<file path="config.mk">
export PLATFORM = sky130hd
export DESIGN_NAME = forward_select_ctrl
export DESIGN_NICKNAME = d
export VERILOG_FILES = /design/src/rtl/forward_select_ctrl.sv
export SDC_FILE = /design/constraint.sdc
export NUM_CORES = 1
export LEC_CHECK = 0
export CAP_MARGIN = 20
export CORE_MARGIN = 2
export CORE_UTILIZATION = 44
export CTS_CLUSTER_SIZE = 24
export DETAILED_ROUTE_END_ITERATION = 16
export PLACE_DENSITY = 0.8
export SLEW_MARGIN = 30
export SYNTH_ARGS = -nofsm -noshare
export SYNTH_HDL_FRONTEND = slang
export SYNTH_SLANG_ARGS = --single-unit
export TNS_END_PERCENT = 1
</file>
<file path="constraint.sdc">
create_clock -name clk -period 2.6 [get_ports clk]
set_input_delay 0.26 -clock clk [delete_from_list [all_inputs] [get_ports clk]]
set_output_delay 0.26 -clock clk [all_outputs]
set_load 0.02 [all_outputs]
</file>
<file path="src/rtl/forward_select_ctrl.sv">
// Operand-forwarding selector generator and load-use stall controller for the EX-stage ALU muxes.
// Define FWD_STALL_CNT_EN to build the saturating load-use stall counter on stall_cnt.
module forward_select_ctrl #(
    parameter int REG_ADDR_W = 5,
    parameter int CNT_W      = 16
) (
    input  logic                  clk,
    input  logic                  reset,
    input  logic                  id_valid,
    input  logic [REG_ADDR_W-1:0] id_rs,
    input  logic [REG_ADDR_W-1:0] id_rt,
    input  logic                  id_use_rs,
    input  logic                  id_use_rt,
    input  logic                  id_link,
    input  logic [REG_ADDR_W-1:0] id_dest,
    input  logic                  id_reg_write,
    input  logic                  id_mem_read,
    input  logic                  flush,
    input  logic                  mem_wait,
    output logic [1:0]            fwd_sel_a,
    output logic [1:0]            fwd_sel_b,
    output logic                  pc_hold,
    output logic                  idex_bubble,
    output logic [CNT_W-1:0]      stall_cnt
);

    localparam logic [1:0] SEL_RF   = 2'b00;
    localparam logic [1:0] SEL_WB   = 2'b01;
    localparam logic [1:0] SEL_EXM  = 2'b10;
    localparam logic [1:0] SEL_LINK = 2'b11;

    typedef enum logic {RUN, LDSTALL} state_e;

    typedef struct packed {
        logic                  valid;
        logic                  wr;
        logic                  ld;
        logic [REG_ADDR_W-1:0] dest;
    } stage_t;

    // Only EX and MEM producers feed the muxes: whatever sits in MEM during ID
    // is in WB during EX, which is exactly the write-back (01) source.
    stage_t ex_q, mem_q;
    state_e state_q;

    function automatic logic match(input stage_t s, input logic [REG_ADDR_W-1:0] r);
        return s.valid & s.wr & (s.dest != '0) & (s.dest == r);
    endfunction

    logic       ex_hit_rs, ex_hit_rt, mem_hit_rs, mem_hit_rt;
    logic       load_use, stall, id_enter;
    logic [1:0] sel_a_d, sel_b_d;
    stage_t     ex_d;

    always_comb begin
        ex_hit_rs  = id_use_rs & match(ex_q, id_rs);
        ex_hit_rt  = id_use_rt & match(ex_q, id_rt);
        mem_hit_rs = id_use_rs & match(mem_q, id_rs);
        mem_hit_rt = id_use_rt & match(mem_q, id_rt);

        // In LDSTALL the load has moved on and EX holds the bubble, so gating
        // on RUN only makes explicit that one load stalls a consumer once.
        load_use = id_valid & ex_q.valid & ex_q.ld & (ex_hit_rs | ex_hit_rt)
                   & (state_q == RUN);
        stall    = load_use & ~flush;
        id_enter = id_valid & ~flush & ~load_use;

        pc_hold     = stall | mem_wait;
        idex_bubble = stall & ~mem_wait;

        // NOTE: every comb output gets a default first so no path can infer a latch.
        sel_a_d = SEL_RF;
        sel_b_d = SEL_RF;
        ex_d    = '0;
        if (id_enter) begin
            ex_d = '{valid: 1'b1, wr: id_reg_write, ld: id_mem_read, dest: id_dest};
            if (id_link)         sel_a_d = SEL_LINK;
            else if (ex_hit_rs)  sel_a_d = SEL_EXM;
            else if (mem_hit_rs) sel_a_d = SEL_WB;
            if (ex_hit_rt)       sel_b_d = SEL_EXM;
            else if (mem_hit_rt) sel_b_d = SEL_WB;
        end
    end

    // NOTE: state uses non-blocking assignments so every register samples pre-edge values.
    always_ff @(posedge clk or negedge reset) begin
        if (!reset) begin
            ex_q      <= '0;
            mem_q     <= '0;
            fwd_sel_a <= SEL_RF;
            fwd_sel_b <= SEL_RF;
            state_q   <= RUN;
        end else if (!mem_wait) begin
            ex_q      <= ex_d;
            mem_q     <= ex_q;
            fwd_sel_a <= sel_a_d;
            fwd_sel_b <= sel_b_d;
            case (state_q)
                RUN:     if (stall) state_q <= LDSTALL;
                LDSTALL: state_q <= RUN;
                default: state_q <= RUN;
            endcase
        end
    end

`ifdef FWD_STALL_CNT_EN
    always_ff @(posedge clk or negedge reset) begin
        if (!reset)
            stall_cnt <= '0;
        else if (idex_bubble && (stall_cnt != '1))
            stall_cnt <= stall_cnt + 1'b1;
    end
`else
    assign stall_cnt = '0;
`endif

endmodule

</file>
==> flow_summary.yaml, run 1 <==
yosys:
  synth_top_family_by_area: "XOR/XNOR gates"
  yosys-mux-area-fraction_pct: 6.31
  synth_sequential_area_ratio_pct: 40.1
  synthSimpleGateAreaFrac_pct: 12.4
  synth_fa_ha_area_share_pct: 0
  synth_warnings: 0
  synth.avg_cell_area_um2: 10.2
  synth.cell_area_um2: 1250
  synth_compound_area_share_pct: 13.0
  yosys.cell_types.count: 30
  synthCells: 123
  synthXorXnorAreaFrac_pct: 14.0
  ys_seq_elements: 20
worst_setup_path:
  critPathLaunchType: "flop"
  worstSetupPathType: "reg -> out"
  crit_required_ps: 2340
  path_buf_inv: 1
  crit_path_end_kind: "primary output"
  crit_path_max_incr_delay_ps: 460
  path_cells: "xor2_1, nor4_1, nand3_1, a211oi_4, and2_1, clkbuf_2"
  crit_fanout: 5
  crit_slowest_cell: "dfrtp_1"
  critPathArrivalTime_ps: 2070
  crit_family: "simple AND/OR/NAND/NOR gates"
final_layout:
  final_common_cell: "clkdlybuf4s50_1"
  drive_gt1_share_pct: 18.8
  layout.nets: 192
  ff_latch_area_um2: 502
  layout_common_cells: "clkdlybuf4s50_1 (27), dfrtp_1 (19), conb_1 (16)"
  utilization_pct: 59.4
  diodes: 0
  synthToLayoutAreaGrowth_pct: 30.0
  n_fill_cell: 258
  final_cells: 196
  multi_input_area_um2: 637
clocking:
  h-tree-depth: 1
  cts-buffers-inserted: 3
  clock_latency_ps: 290
  tritoncts: "built"
  cts.sinks: 20
  clockBufferDepth: 2
  cts-root-buf: "clkbuf_4"
  clk_pin_slew_ps: 110
route:
  dr.first_iter.drc_count: 10
  routed_wl_mm: 2.59
  dr.pass1.iters: 4
  viasPerCell: 4.91
  ant_nets: 0
  vias: 962
  drc: 0
  drt-wirelength-per-cell_um: 13.2
power:
  p_int_uw: 466
  p_per_area_nw_per_um2: 401
  ir_drop_uv: 255
  switching_share_pct: 28.4
  finalPower_uw: 651
  switchingPower_uw: 185
  p_seq_share_pct: 53.5
  power_frac_comb_pct: 25.3
  p_leak_uw: 0.000738
  clockPowerShare_pct: 21.2
global_route:
  antenna_found_initial: 0
  grt_pass1_wl_mm: 4.23
  track_usage_pct: 16.9
  grt_max_degree: 21
  grt_overflow_total: 0
  grt_pass1_vias: 960
placed_design:
  dp.cells: 191
  place_ws_ps: -150
  routabilityCongestion: 0.959
  post-dp-hpwl_mm: 2.12
  port-buffer-count: 30
sta:
  finalSetupViolCount: 0
  drv_slew: 0
  period_minus_slack_ps: 2330
  hold_viol_final: 0
  rsz0062_at_grt: "no"
  final.setup.tns_ps: 0
  clock_skew_ps: 8.05
  fmax_ghz: 0.429
  finalCritPeriodShare_pct: 89.7
  layout_setup_ws_ps: 268
die:
  fp.dieH_um: 57.3
  io_pins: 47
  die_width_um: 57.3
  coreArea_um2: 2730
  initial_core_util_pct: 45.7
  dieArea_um2: 3280
  rows: 19
run_status:
  status: "finished clean"
worst_hold_path:
  hp-class: "in -> async"
flow_run:
  maxCapViolCount: 0
==> what timing repair did <==
item / 4_1_cts / 5_1_grt
endpoints found under the hold margin: 0 / 20
buffers inserted: 1 / 0
endpoints found under the setup margin: 2 / 2
gates resized for setup: 2 / 6
hold buffers: 0 / 1
pin swaps: 2 / 2
==> logic make-up (layout without fill, tap and decap cells) <==
| logic type | after synthesis | in the layout |
|---|---|---|
| DFF | 20 | 20 |
| buffers and inverters | 28 | 55 |
| xor gates and xnor gates | 20 | 20 |
| and+or+nand+nor | 28 | 28 |
| other | 1 | 16 |
| AOI/OAI and AO/OA | 19 | 19 |
| muxes | 7 | 7 |
==> cell usage after synthesis <==
cell type	count	area [µm²]
nor2_1	3	11.3
a21o_1	1	7.51
conb_1	1	3.75
and2_1	1	6.26
a211oi_4	1	20.0
xnor2_1	12	105
inv_1	8	30.0
nand3_1	2	10.0
o41ai_1	1	8.76
buf_6	1	11.3
o31ai_1	10	75.1
nor4_4	1	21.3
or4_1	2	15.0
o211ai_2	1	12.5
o21ai_1	1	5.00
nand4b_1	2	17.5
buf_1	1	3.75
nor2b_1	1	6.26
clkbuf_1	2	7.51
buf_4	16	120
nand2_1	13	48.8
o211ai_1	1	7.51
a41oi_1	1	8.76
mux2_2	7	78.8
a22o_1	1	8.76
nand4_1	2	12.5
o2111ai_1	1	8.76
xor2_1	8	70.1
nor4_1	1	6.26
dfrtp_1	20	500
==> power by group through the flow <==
| stage | clock (µW) | sequential (µW) | combinational [µW] |
|---|---|---|---|
| floorplan | 0 | 352 | 105 |
| global placement | 0 | 353 | 161 |
| detailed placement | 0 | 355 | 164 |
| CTS | 143 | 349 | 165 |
| global route | 164 | 352 | 180 |
| finish | 138 | 349 | 165 |
==> layer usage <==
| layer | track usage, % | routed length, µm |
|---|---|---|
| met4 | 5.98 | 27 |
| met5 | 0 | 0 |
| met1 | 21.4 | 1130 |
| met2 | 29.9 | 1320 |
| met3 | 2.04 | 108 |
==> state kept, by name (all words and copies together), names as in the netlist <==
name       cells
ex_q           8
mem_q          7
fwd_sel_a      2
fwd_sel_b      2
state_q        1
==> final cells by class <==
| cell class | count | share of cell area, % |
|---|---|---|
| inverter | 8 | 1.85 |
| clock buffer | 3 | 1.39 |
| tap | 31 | 2.39 |
| sequential | 20 | 30.9 |
| timing repair buffer | 44 | 24.2 |
| multi-input combinational | 90 | 39.2 |
==> metrics by stage <==
stage	area (µm²)	hold slack [ps]
after floorplan	1310	-35.6
after global placement	1590	468
after detailed placement	1590	476
after CTS	1620	483
after global routing	1620	444
final	1620	426
==> path summary, 6_finish.rpt <==
kind	from	end	slack, ps	depth (start not counted)
max in group asynchronous	reset	ex_q[4]	1840	2
worst max register to register	ex_q[1]	fwd_sel_b[1]	650	5
worst max-delay path	ex_q[3]	idex_bubble	270	6
worst min register to register	ex_q[5]	ex_q[5]	500	2
worst min-delay path	reset	fwd_sel_a[0]	430	2
min in group clk	ex_q[5]	ex_q[5]	500	2
(Power assumes the default switching activity.)
==> run 2: changes to the inputs <==
- CORE_MARGIN: 2 -> 4
==> run 2 against run 1 <==
Effect of this change:
- count of clock-buffer cells in the layout unchanged
- clock skew down 5.6 ps
- setup slack worse by 70 ps
- clock power about the same
- largest cell class unchanged
- largest power group unchanged
==> flow_summary.yaml, run 2 (same netlist as run 1, synthesis figures left out) <==
run_status:
  status: "finished clean"
final_layout:
  largest_reg_flops: 8
  regMostFlops: "ex_q"
  synthToLayoutAreaGrowth_pct: 28.8
  final_cells: 194
  diodes: 0
  final_common_cell: "clkdlybuf4s50_1"
  postLayoutCellArea_um2: 1610
  top_regs: "ex_q: 8 flops, mem_q: 7 flops"
  layout_common_cells: "clkdlybuf4s50_1 (27), dfrtp_1 (19), conb_1 (16)"
  layout.nets: 190
  drive_gt1_share_pct: 17.8
clocking:
  cts.sinks: 20
  cts-buffers-inserted: 3
  clock_latency_ps: 290
  cts-root-buf: "clkbuf_4"
  clk_pin_slew_ps: 100
  h-tree-depth: 1
  tritoncts: "built"
  post_cts_buffers: 0
  clockBufferDepth: 2
sta:
  fmax_ghz: 0.416
  finalCritPeriodShare_pct: 92.4
  holdWs_ps: 432
  finalSetupViolCount: 0
  period_minus_slack_ps: 2400
  drv_slew: 0
  clock_skew_ps: 2.41
  hold_viol_final: 0
  rsz0062_at_grt: "no"
  final.setup.tns_ps: 0
die:
  io_pins: 47
  dieArea_um2: 3750
  rows: 19
  coreArea_um2: 2730
  fp.dieH_um: 61.3
  die_width_um: 61.3
  initial_core_util_pct: 45.7
route:
  drt-wirelength-per-cell_um: 14.4
  top_signal_layer_used: "met4"
  wl_met1_mm: 1.20
  viasPerCell: 5.09
  dr.first_iter.drc_count: 26
  drc: 0
  dr.pass1.iters: 4
  ant_nets: 0
  routed_wl_mm: 2.80
  vias: 987
  wl_met3_um: 161
  met2_length_mm: 1.41
power:
  clockPowerShare_pct: 21.3
  switching_share_pct: 28.7
  power_frac_comb_pct: 25.1
  p_leak_uw: 0.000729
  p_int_uw: 465
  p_per_area_nw_per_um2: 405
  ir_drop_uv: 217
  p_seq_share_pct: 53.7
  switchingPower_uw: 187
  finalPower_uw: 652
placed_design:
  port-buffer-count: 30
  post-dp-hpwl_mm: 2.22
  dp.cells: 190
  place_area_um2: 1580
  routabilityCongestion: 0.878
worst_setup_path:
  path_cells: "xor2_1, nor4_4, nand3_2, a211oi_4, and2_1, clkbuf_2"
  crit_required_ps: 2340
  crit_path_max_incr_delay_ps: 470
  worstSetupPathType: "reg -> out"
  crit_path_end_kind: "primary output"
  crit_fanout: 5
  critPathArrivalTime_ps: 2140
  critPathLaunchType: "flop"
  crit_slowest_cell: "dfrtp_2"
global_route:
  antenna_found_initial: 0
  grt_max_degree: 21
  grt_pass1_vias: 1072
  grt_overflow_total: 0
  track_usage_pct: 15.9
  grt_pass1_wl_mm: 4.62
worst_hold_path:
  hp-class: "in -> async"
flow_run:
  maxCapViolCount: 0
run 2: metal layers:
metal | up-vias | GRT usage, %
met5 | - | 0
met3 | 4 | 2.10
li1 | 474 | -
met1 | 470 | 21.8
met4 | 0 | 4.02
met2 | 39 | 26.4
run 2: power by group through the flow:
| stage | Clock (µW) | Combinational [µW] | Sequential [µW] |
|---|---|---|---|
| global route | 159 | 179 | 353 |
| detailed placement | 0 | 162 | 356 |
| CTS | 146 | 163 | 350 |
| finish | 139 | 163 | 350 |
| global placement | 0 | 159 | 355 |
| floorplan | 0 | 105 | 352 |
run 2: through the flow:
step                setup WS (ps)  utilization [%]
finish                        198             58.8
detailed placement           -167             57.9
floorplan                     557                -
CTS                         0.820             58.8
global route                 96.5             58.8
global placement             -148             57.9
run 2: area by class of cell:
cell class / count / area, µm²
Clock buffer: 3 / 22.5
Fill cell: 248 / 1130
Inverter: 8 / 30.0
Multi-Input combinational cell: 90 / 637
Sequential cell: 20 / 502
Tap cell: 31 / 38.8
Timing Repair Buffer: 42 / 378
run 2: final timing paths:
kind                         startpoint      endpoint  slack (ps)  cells past startpoint
min reg2reg                fwd_sel_b[1]  fwd_sel_b[1]         510                      2
max                             ex_q[0]   idex_bubble         200                      6
min                               reset  fwd_sel_b[0]         430                      2
max in group asynchronous         reset       ex_q[0]        1840                      2
min in group clk           fwd_sel_b[1]  fwd_sel_b[1]         510                      2
max reg2reg                     ex_q[1]  fwd_sel_b[1]         580                      5
run 2: critical path: cells and delay by family, from the launching register on:
kind,cells,cell delay (ps)
buffers and inverters,1,160
XOR/XNOR,1,220
AND/OR/NAND/NOR,3,690
flip-flops,1,470
AO/OA/AOI/OAI,1,320
run 2: timing repair:
item	4_1_cts	5_1_grt
gates resized for setup	4	4
gates cloned	0	0
endpoints found under the hold margin	0	20
hold buffers	0	1
setup endpoints to repair	2	2
==> run 3: changes to the inputs <==
- REMOVE_ABC_BUFFERS: not set -> 1
==> run 3 against run 2 <==
Effect of this change:
- count of clock-buffer cells in the layout did not move
- highest routed layer unchanged
- die area unchanged
- via count grew 1.9%
- combinational power hardly changed
- total power increased by 17%
- clock skew grew 4.1 ps
- critical path depth is the same
- first-iteration DRC count grew 7.7%
- worst hold slack improved by 15 ps
- sequential power is essentially flat
- utilization increased by 1.1 points
- critical path type unchanged
- largest cell class unchanged
- clock power up 80%
==> flow_summary.yaml, run 3 (same netlist as run 1, synthesis figures left out) <==
sta:
  finalSetupViolCount: 0
  hold_viol_final: 0
  layout_setup_ws_ps: 265
  drv_slew: 0
  final.setup.tns_ps: 0
  finalCritPeriodShare_pct: 89.8
  clock_skew_ps: 6.49
  rsz0062_at_grt: "no"
  fmax_ghz: 0.428
  period_minus_slack_ps: 2330
  holdWs_ps: 447
route:
  dr.pass1.iters: 4
  dr.first_iter.drc_count: 28
  drc: 0
  vias: 1006
  routed_wl_mm: 2.79
  viasPerCell: 5.13
  ant_nets: 0
  drt-wirelength-per-cell_um: 14.2
global_route:
  grt_pass1_vias: 1038
  grt_pass1_wl_mm: 4.46
  grt_max_degree: 21
  antenna_found_initial: 0
  track_usage_pct: 16.8
  grt_overflow_total: 0
final_layout:
  layout.nets: 191
  regMostFlops: "ex_q"
  final_cells: 196
  drive_gt1_share_pct: 17.6
  top_regs: "ex_q: 8 flops, mem_q: 7 flops"
  diodes: 0
  layout_common_cells: "clkdlybuf4s50_1 (27), dfrtp_1 (20), conb_1 (16)"
  largest_reg_flops: 8
  n_fill_cell: 241
  final_common_cell: "clkdlybuf4s50_1"
  synthToLayoutAreaGrowth_pct: 31.3
die:
  die_width_um: 61.3
  io_pins: 47
  dieArea_um2: 3750
  rows: 19
  initial_core_util_pct: 45.7
  coreArea_um2: 2730
  fp.dieH_um: 61.3
clocking:
  post_cts_buffers: 0
  clockBufferDepth: 2
  clock_latency_ps: 300
  cts-buffers-inserted: 3
  cts.sinks: 20
  h-tree-depth: 1
  tritoncts: "built"
  cts-root-buf: "clkbuf_4"
  clk_pin_slew_ps: 110
worst_setup_path:
  path_buf_inv: 1
  worstSetupPathType: "reg -> out"
  crit_path_max_incr_delay_ps: 450
  crit_path_end_kind: "primary output"
  critPathArrivalTime_ps: 2070
  crit_slowest_cell: "dfrtp_1"
  critPathLaunchType: "flop"
  crit_family: "simple AND/OR/NAND/NOR gates"
  crit_required_ps: 2340
  path_cells: "xor2_1, nor4_4, nand3_1, a211oi_4, and2_1, clkbuf_2"
  crit_fanout: 3
power:
  p_per_area_nw_per_um2: 467
  p_leak_uw: 0.000749
  ir_drop_uv: 303
  finalPower_uw: 765
placed_design:
  dp.cells: 191
  routabilityCongestion: 0.784
  post-dp-hpwl_mm: 2.23
  port-buffer-count: 30
  place_ws_ps: -86.4
run_status:
  status: "finished clean"
worst_hold_path:
  hp-class: "in -> async"
flow_run:
  maxCapViolCount: 0
-- run 3: cell type report --
cell class              count  area, µm²  area share, %
multi-input cells          90        632           38.5
flip-flops and latches     20        500           30.5
repair buffers             43        385           23.5
well taps                  31       38.8           2.37
clock inverters             1       30.0           1.83
inverters                   8       30.0           1.83
clock buffers               3       22.5           1.37
-- run 3: where the power goes --
group	leakage, µW	internal [µW]	total (µW)	switching (µW)
Sequential	0.000270	328	349	20.6
Clock	0.0000279	156	250	94.1
Combinational	0.000451	84.4	166	81.3
-- run 3: stage by stage --
step / utilization (%) / instance area [µm²]
6_report: 60.0 / 1640
5_1_grt: 60.0 / 1640
4_1_cts: 60.0 / 1640
3_5_place_dp: 58.2 / 1590
3_3_place_gp: 58.2 / 1590
2_1_floorplan: - / 1160
-- run 3: worst register-to-register path: stages, from the launching register on --
cell and delay, ps:
dfrtp_1 460, or4_1 550, o211ai_2 300, a211oi_4 90, buf_4 200, o41ai_1 340
-- run 3: final timing paths --
kind,slack [ps],cells after the start,to,startpoint
worst max-delay path,270,6,idex_bubble,ex_q[0]
worst min-delay path,450,2,ex_q[4],reset
worst max register to register,570,5,fwd_sel_b[1],ex_q[2]
worst min register to register,490,2,fwd_sel_a[1],fwd_sel_a[1]
max in group asynchronous,1850,2,mem_q[1],reset
min in group clk,490,2,fwd_sel_a[1],fwd_sel_a[1]
-- run 3: what timing repair did --
item                                    4_1_cts  5_1_grt
endpoints found under the setup margin        2        2
endpoints found under the hold margin         0       20
gates resized for setup                       2        4
hold buffers                                  0        1
-- run 3: metal layers --
metal | GRT usage, % | wire, µm
met5 | 0 | 0
met4 | 11.5 | 90
met3 | 2.73 | 225
met2 | 27.3 | 1420
met1 | 20.3 | 1060
